`config.mk`:
```
export PLATFORM = sky130hd
export DESIGN_NAME = obstacle_scheduler_flat
export DESIGN_NICKNAME = d
export VERILOG_FILES = /design/src/rtl/dino_pkg.sv /design/src/rtl/obstacle_scheduler_if.sv /design/src/rtl/lfsr8.sv /design/src/rtl/obstacle_scheduler.sv /design/src/flat_wrapper.sv
export SDC_FILE = /design/constraint.sdc
export NUM_CORES = 1
export LEC_CHECK = 0
export ABC_AREA = 0
export CAP_MARGIN = 30
export CORE_ASPECT_RATIO = 0.7
export CORE_MARGIN = 3
export CORE_UTILIZATION = 30
export DETAILED_ROUTE_END_ITERATION = 12
export PLACE_DENSITY = 0.59
export SETUP_SLACK_MARGIN = 0.5
export SYNTH_ARGS = -nofsm -noshare
export SYNTH_HDL_FRONTEND = slang
export SYNTH_SLANG_ARGS = --single-unit
```
`constraint.sdc`:
```
create_clock -name clock -period 2.85 [get_ports clock]
set_clock_uncertainty 0.2 [all_clocks]
set_input_delay 0.285 -clock clock [delete_from_list [all_inputs] [get_ports clock]]
set_output_delay 0.285 -clock clock [all_outputs]
set_load 0.01 [all_outputs]
```
`src/rtl/dino_pkg.sv`:
```
// rtl/dino_pkg.sv - shared types and constants for the obstacle scheduler
package dino_pkg;

  typedef enum logic [2:0] {
    IDLE     = 3'd0,
    ARM      = 3'd1,
    WAIT     = 3'd2,
    SPAWN    = 3'd3,
    COOLDOWN = 3'd4
  } sched_state_t;

  localparam logic [7:0] LFSR_DEFAULT_SEED = 8'hA5;

  typedef enum logic [1:0] {
    CACTUS_S = 2'd0,
    CACTUS_L = 2'd1,
    BIRD_LO  = 2'd2,
    BIRD_HI  = 2'd3
  } obstacle_t;

  // Fibonacci taps 8,6,5,4 shifted in at the bottom
  function automatic logic [7:0] lfsr8_next(input logic [7:0] v);
    return {v[6:0], v[7] ^ v[5] ^ v[4] ^ v[3]};
  endfunction

endpackage

```
`src/rtl/obstacle_scheduler_if.sv`:
```
// rtl/obstacle_scheduler_if.sv - load/count link between scheduler and down_count
interface obstacle_scheduler_if;
  logic       load_en;
  logic [1:0] load_value;
  logic [8:0] count_in;

  modport master (output load_en, output load_value, input count_in);
  modport slave  (input load_en, input load_value, output count_in);
endinterface

```
`src/rtl/lfsr8.sv`:
```
// rtl/lfsr8.sv - 8-bit Fibonacci LFSR with seed load on reset
module lfsr8
  import dino_pkg::*;
(
  input  logic       clock,
  input  logic       reset,
  input  logic       step,
  input  logic [7:0] seed,
  output logic [7:0] value
);

  // An all-zero state would lock up, so a zero seed is promoted to 1
  always_ff @(posedge clock) begin
    if (reset) begin
      value <= (seed == 8'h00) ? 8'h01 : seed;
    end else if (step) begin
      value <= lfsr8_next(value);
    end
  end

endmodule

```
`src/rtl/obstacle_scheduler.sv`:
```
// rtl/obstacle_scheduler.sv - arms down_count gaps, spawns obstacles, enforces cooldown
module obstacle_scheduler
  import dino_pkg::*;
#(
  parameter logic [7:0]  SEED    = LFSR_DEFAULT_SEED,
  parameter int unsigned MIN_GAP = 4,
  parameter logic [15:0] TIMEOUT = 16'd4095
) (
  input  logic                        clock,
  input  logic                        reset,
  input  logic                        run,
  input  logic                        game_tick,
  obstacle_scheduler_if.master        ctr,
  output logic                        spawn,
  output logic [1:0]                  obstacle_type,
  output logic [7:0]                  spawn_count,
  output logic                        timeout_err,
  output logic                        busy
);

  sched_state_t state;
  logic [15:0]  watchdog;
  logic [3:0]   cooldown;
  obstacle_t    pending_type;
  logic [7:0]   lfsr;
  logic         unused_lfsr_bits;

  lfsr8 u_lfsr (
    .clock (clock),
    .reset (reset),
    .step  (state == ARM),
    .seed  (SEED),
    .value (lfsr)
  );

  assign ctr.load_en       = (state == ARM);
  assign ctr.load_value    = (state == ARM) ? lfsr[1:0] : 2'b00;
  assign spawn             = (state == SPAWN);
  assign busy              = (state != IDLE);
  assign unused_lfsr_bits  = ^lfsr[7:4];

  always_ff @(posedge clock) begin
    if (reset) begin
      state         <= IDLE;
      watchdog      <= 16'd0;
      cooldown      <= 4'd0;
      pending_type  <= CACTUS_S;
      obstacle_type <= 2'b00;
      spawn_count   <= 8'd0;
      timeout_err   <= 1'b0;
    end else begin
      // A SPAWN already in progress completes even if run drops this cycle
      if (state == SPAWN) begin
        obstacle_type <= pending_type;
        if (spawn_count != 8'hFF) begin
          spawn_count <= spawn_count + 8'd1;
        end
      end

      if (!run) begin
        state    <= IDLE;
        watchdog <= 16'd0;
        cooldown <= 4'd0;
      end else begin
        case (state)
          IDLE: state <= ARM;
          ARM: begin
            pending_type <= obstacle_t'(lfsr[3:2]);
            watchdog     <= 16'd0;
            state        <= WAIT;
          end
          WAIT: begin
            watchdog <= watchdog + 16'd1;
            // Counter expiry wins over the watchdog when both happen together
            if (ctr.count_in == 9'd0) begin
              state <= SPAWN;
            end else if (watchdog + 16'd1 == TIMEOUT) begin
              state       <= SPAWN;
              timeout_err <= 1'b1;
            end
          end
          SPAWN: begin
            watchdog <= 16'd0;
            cooldown <= 4'd0;
            state    <= COOLDOWN;
          end
          COOLDOWN: begin
            if (game_tick) begin
              if (cooldown == 4'(MIN_GAP - 1)) begin
                cooldown <= 4'd0;
                state    <= ARM;
              end else begin
                cooldown <= cooldown + 4'd1;
              end
            end
          end
          default: state <= IDLE;
        endcase
      end
    end
  end

endmodule

```
`src/flat_wrapper.sv`:
```
// flat-port wrapper written by rule: the top's interface ports become plain ports
module obstacle_scheduler_flat import dino_pkg::*;
#(
  parameter logic [7:0]  SEED    = LFSR_DEFAULT_SEED,
  parameter int unsigned MIN_GAP = 4,
  parameter logic [15:0] TIMEOUT = 16'd4095
)
  (clock, reset, run, game_tick, spawn, obstacle_type, spawn_count, timeout_err, busy, ctr_load_en, ctr_load_value, ctr_count_in);
  obstacle_scheduler_if ctr_i ();
  input  logic clock;
  input  logic reset;
  input  logic run;
  input  logic game_tick;
  output logic spawn;
  output logic [1:0] obstacle_type;
  output logic [7:0] spawn_count;
  output logic timeout_err;
  output logic busy;
  output wire logic [$bits(ctr_i.load_en)-1:0] ctr_load_en;
  output wire logic [$bits(ctr_i.load_value)-1:0] ctr_load_value;
  input wire logic [$bits(ctr_i.count_in)-1:0] ctr_count_in;
  assign ctr_load_en = ctr_i.load_en;
  assign ctr_load_value = ctr_i.load_value;
  assign ctr_i.count_in = ctr_count_in;
  obstacle_scheduler #(.SEED(SEED), .MIN_GAP(MIN_GAP), .TIMEOUT(TIMEOUT)) u_core (.clock(clock), .reset(reset), .run(run), .game_tick(game_tick), .ctr(ctr_i), .spawn(spawn), .obstacle_type(obstacle_type), .spawn_count(spawn_count), .timeout_err(timeout_err), .busy(busy));
endmodule
```
==> metrics list <==
- In the final layout, the share of cells above drive strength 1 is 0.09646.
* Remaining number of nets flagged by the antenna check after routing: 0
- Synthesis handed over a netlist of roughly 280 instances.
- The detailed router placed ~2,000 vias in this run.
* Number of iterations in the first detailed-routing pass: 4
- The max-slew violation total from the final report was 0.
- Based on the critical path, the design can be clocked at up to around 440 MHz.
- CP Cell Sequence: nor2_1 > nand2_2 > inv_4 > nand2_1 > inv_1 > clkdlybuf4s50_1
- Worst Max-Slew Pin Slew: between 0.6 and 0.7 ns
- Wire length of the first global-routing pass: around 8900 um
* CTS sink cnt: 44
* Warnings from Yosys: 0
- For this run, asynchronously set or reset flops after synthesis account for 0.
* Initial detailed-routing violation count: 115
* Tot GR Track Use: 0.1293
* Width of the chip: between 100 and 150 um
* Die boundary height: ~79 um
- The later pin in the worst-skew pair is clocked with a latency of a little under 0.3 ns.
- After the last flow step, the layout net total stands at 328.
* Number of enable flip-flop cells after synthesis: 0
* Critical Setup Path Class: reg2out
- Input and output buffers added on the ports amount to 28.
- Total non-filler cell area in the finished layout: 0.002750 mm^2
* Synth Flop Type: dfxtp_1
* Initial Util: 0.3216
* Number of H-tree levels: 2
* Crit path max-delay cell type: clkdlybuf4s50_1
* Final weighted congestion of routability-driven global placement: approximately 0.87
* Biggest fanout along the worst timing path: 10
- Sequential fraction of the synthesis area: 0.3909
- The average instance in the mapped netlist occupies approximately 8 um^2.
* Routed len/inst: 13.25 um
- Maximum capacitance violations: 0
* Hold_buf cts: 0
- Post-route setup TNS: 0 ns
- Fill cells in the final layout number approximately 740.
- Biggest cell delay along the critical path: about 0.53 ns
- Leaving out fill and tap cells, the most frequent cell in the layout is nand2_1.
- The placed instances occupy a cell area of 0.002615 mm^2.
- Hold violation total from the final report: 0
- Among cell families on the critical path, the largest total delay comes from buffers and inverters.
* Outcome: completed
- Element type at the critical path end: primary output
* Minimum setup slack after placement: roughly 0.53 ns
* Clock transition time at the flip-flop clock pins of the worst setup and hold paths: roughly 0.080 ns
- STA classifies the critical path startpoint as a flop.
- The analysis attributes to cell leakage a power of between 0.9 and 1 nW.
- Combined area of all synthesized cells: about 0.0023 mm^2
* Total congestion overflow after global routing: 0
- Max-Slew Margin vs Limit: 0.5776
- Entering global routing, the biggest net connects 22 pins.
- In the routed design, unresolved DRC markers number 0.
- TritonCTS clock tree: done
- Slack of the critical path: roughly 0.60 ns
- 29 I/O pins were placed.
- Synthesis instantiated 52 different standard cells from the library.
* Power per Cell Area: 406.2 mW/mm^2
- Counting every net in the synthesized netlist gives 299.
* Flip-flop and latch count after synthesis: 44
- Setup violations remaining at the end of the flow were counted as 0.
- For this block, the routed nets add up to around 5400 um of wire.
- Cell row count: 25
- After legalization and detailed placement, the total HPWL measured 3814 um.
- The top cell types in the final layout, fill and taps aside, are 39 x nand2_1, 37 x dfxtp_1, 36 x nor2_1, 28 x clkdlybuf4s50_1, 24 x a21oi_1.
- CTS placed an instance of clkbuf_8 at the clock tree root.
- The die covers about 0.0086 mm^2.
- Setup repair after global routing missed its margin: no
- Area growth from synthesis to final layout: 22.04%
- The number of global-route vias before repair came to about 1,800.
* Required time reported for the critical path endpoint: roughly 2.4 ns
* Via count normalized by instance count: just over 5
* Maximum ir drop on the vdd rail: roughly 0.16 mV
- The tightest min-delay check is of the reg2reg type.
- The clock period could shrink to approximately 2.3 ns.
* Arrival time at the worst endpoint: 1.77 ns
- Antenna violations before repair: 0
- In the finished design, the share of the clock period the worst path needs comes to 0.7911.
- Number of buffers inserted during clock tree synthesis: 5
- The repair_antennas step left the layout with diodes totalling 0.
- Placeable core region: about 0.007 mm^2
- Number of buffers and inverters on the critical path: 3
- Counting along the longest clock path gives a buffer depth of 2.
## worst register-to-register path, delay by kind of cell (launching register included)
kind	cells	cell delay, ns
AND/OR/NAND/NOR	2	0.37
flip-flops	1	0.40
adder cells (fa/ha/maj)	1	0.25
AO/OA/AOI/OAI	2	0.60
XOR/XNOR	1	0.22
## stage by stage
step	hold WS (ns)	total power, mW	instances	util
detailed placement	0.2483	0.7497	394	0.3732
global route	0.2858	1.170	405	0.3925
global placement	0.2510	0.7485	394	0.3732
finish	0.2566	1.117	405	0.3925
floorplan	0.1794	0.7041	282	-
CTS	0.2598	1.128	401	0.3854
## logic make-up after synthesis
logic type	count (synthesis)	synth area share
mux	1	0.004442
compound gates	68	0.2016
fa+ha+maj	4	0.02221
simple gates	131	0.2871
flops	44	0.3909
xor+xnor	14	0.05442
buf+inv	20	0.03942
## synthesized netlist by cell type (3+ instances only)
master,number,share of area
and3_1,3,0.0083
nand2_1,40,0.067
a31oi_1,5,0.014
a21oi_1,24,0.053
xnor2_1,7,0.027
xor2_1,7,0.027
nor3b_1,3,0.010
nand4_1,5,0.014
nand3b_1,3,0.010
nor3_1,6,0.013
nor2b_1,4,0.011
dfxtp_1,44,0.39
ha_1,4,0.022
o21ai_0,14,0.031
nor2_1,36,0.060
clkbuf_1,10,0.017
inv_1,5,0.0083
nor4_1,3,0.0083
a311oi_1,5,0.019
a211o_1,3,0.012
nand3_1,10,0.022
## worst paths after layout
kind	start	end	slack (ns)	depth (start not counted)
setup / recovery	u_core.state[1]	ctr_load_value[0]	0.60	6
hold reg to reg	u_core.u_lfsr.value[1]	u_core.u_lfsr.value[1]	0.26	2
hold / removal	u_core.u_lfsr.value[1]	u_core.u_lfsr.value[1]	0.26	2
setup reg to reg	u_core.watchdog[0]	u_core.timeout_err	0.71	6
## power by group
part | switching (mW) | total [mW] | internal (mW)
Sequential | 0.0108 | 0.636 | 0.625
Clock | 0.208 | 0.375 | 0.167
Combinational | 0.0538 | 0.106 | 0.0521
Total | 0.273 | 1.12 | 0.845
## final cells by class
cell class / count / area [um^2] / share of cell area
Multi-Input combinational cell: 218 / 1300 / 0.4727
Sequential cell: 44 / 889.6 / 0.3235
Timing Repair Buffer: 36 / 340.3 / 0.1237
Tap cell: 94 / 117.6 / 0.04277
Clock buffer: 6 / 72.57 / 0.02639
Inverter: 6 / 25.02 / 0.009099
Clock inverter: 1 / 5.005 / 0.001820
## repair_timing
item | CTS | global route
setup buffers | 0 | 4
pin swaps | 0 | 1
resized for setup | 5 | 7
setup endpoints to repair | 2 | 3
## registers in the layout, indices dropped and copies added (netlist names)
name and cells:
u_core.watchdog 16, u_core.spawn_count 8, u_core.u_lfsr.value 8, u_core.cooldown 4, u_core.state 3, u_core.obstacle_type 2, u_core.pending_type 2, u_core.timeout_err 1
## per-layer routing
metal | share of wire | vias to the layer above | GRT usage | routed length (um)
met2 | 0.37 | 40 | 0.1766 | 1995
met5 | 0 | - | 0 | 0
met1 | 0.56 | 934 | 0.1939 | 3024
met3 | 0.054 | 6 | 0.03369 | 289
met4 | 0.011 | 0 | 0.04110 | 59
li1 | - | 1061 | - | -
Note: power is estimated with default switching activity, not from simulation.
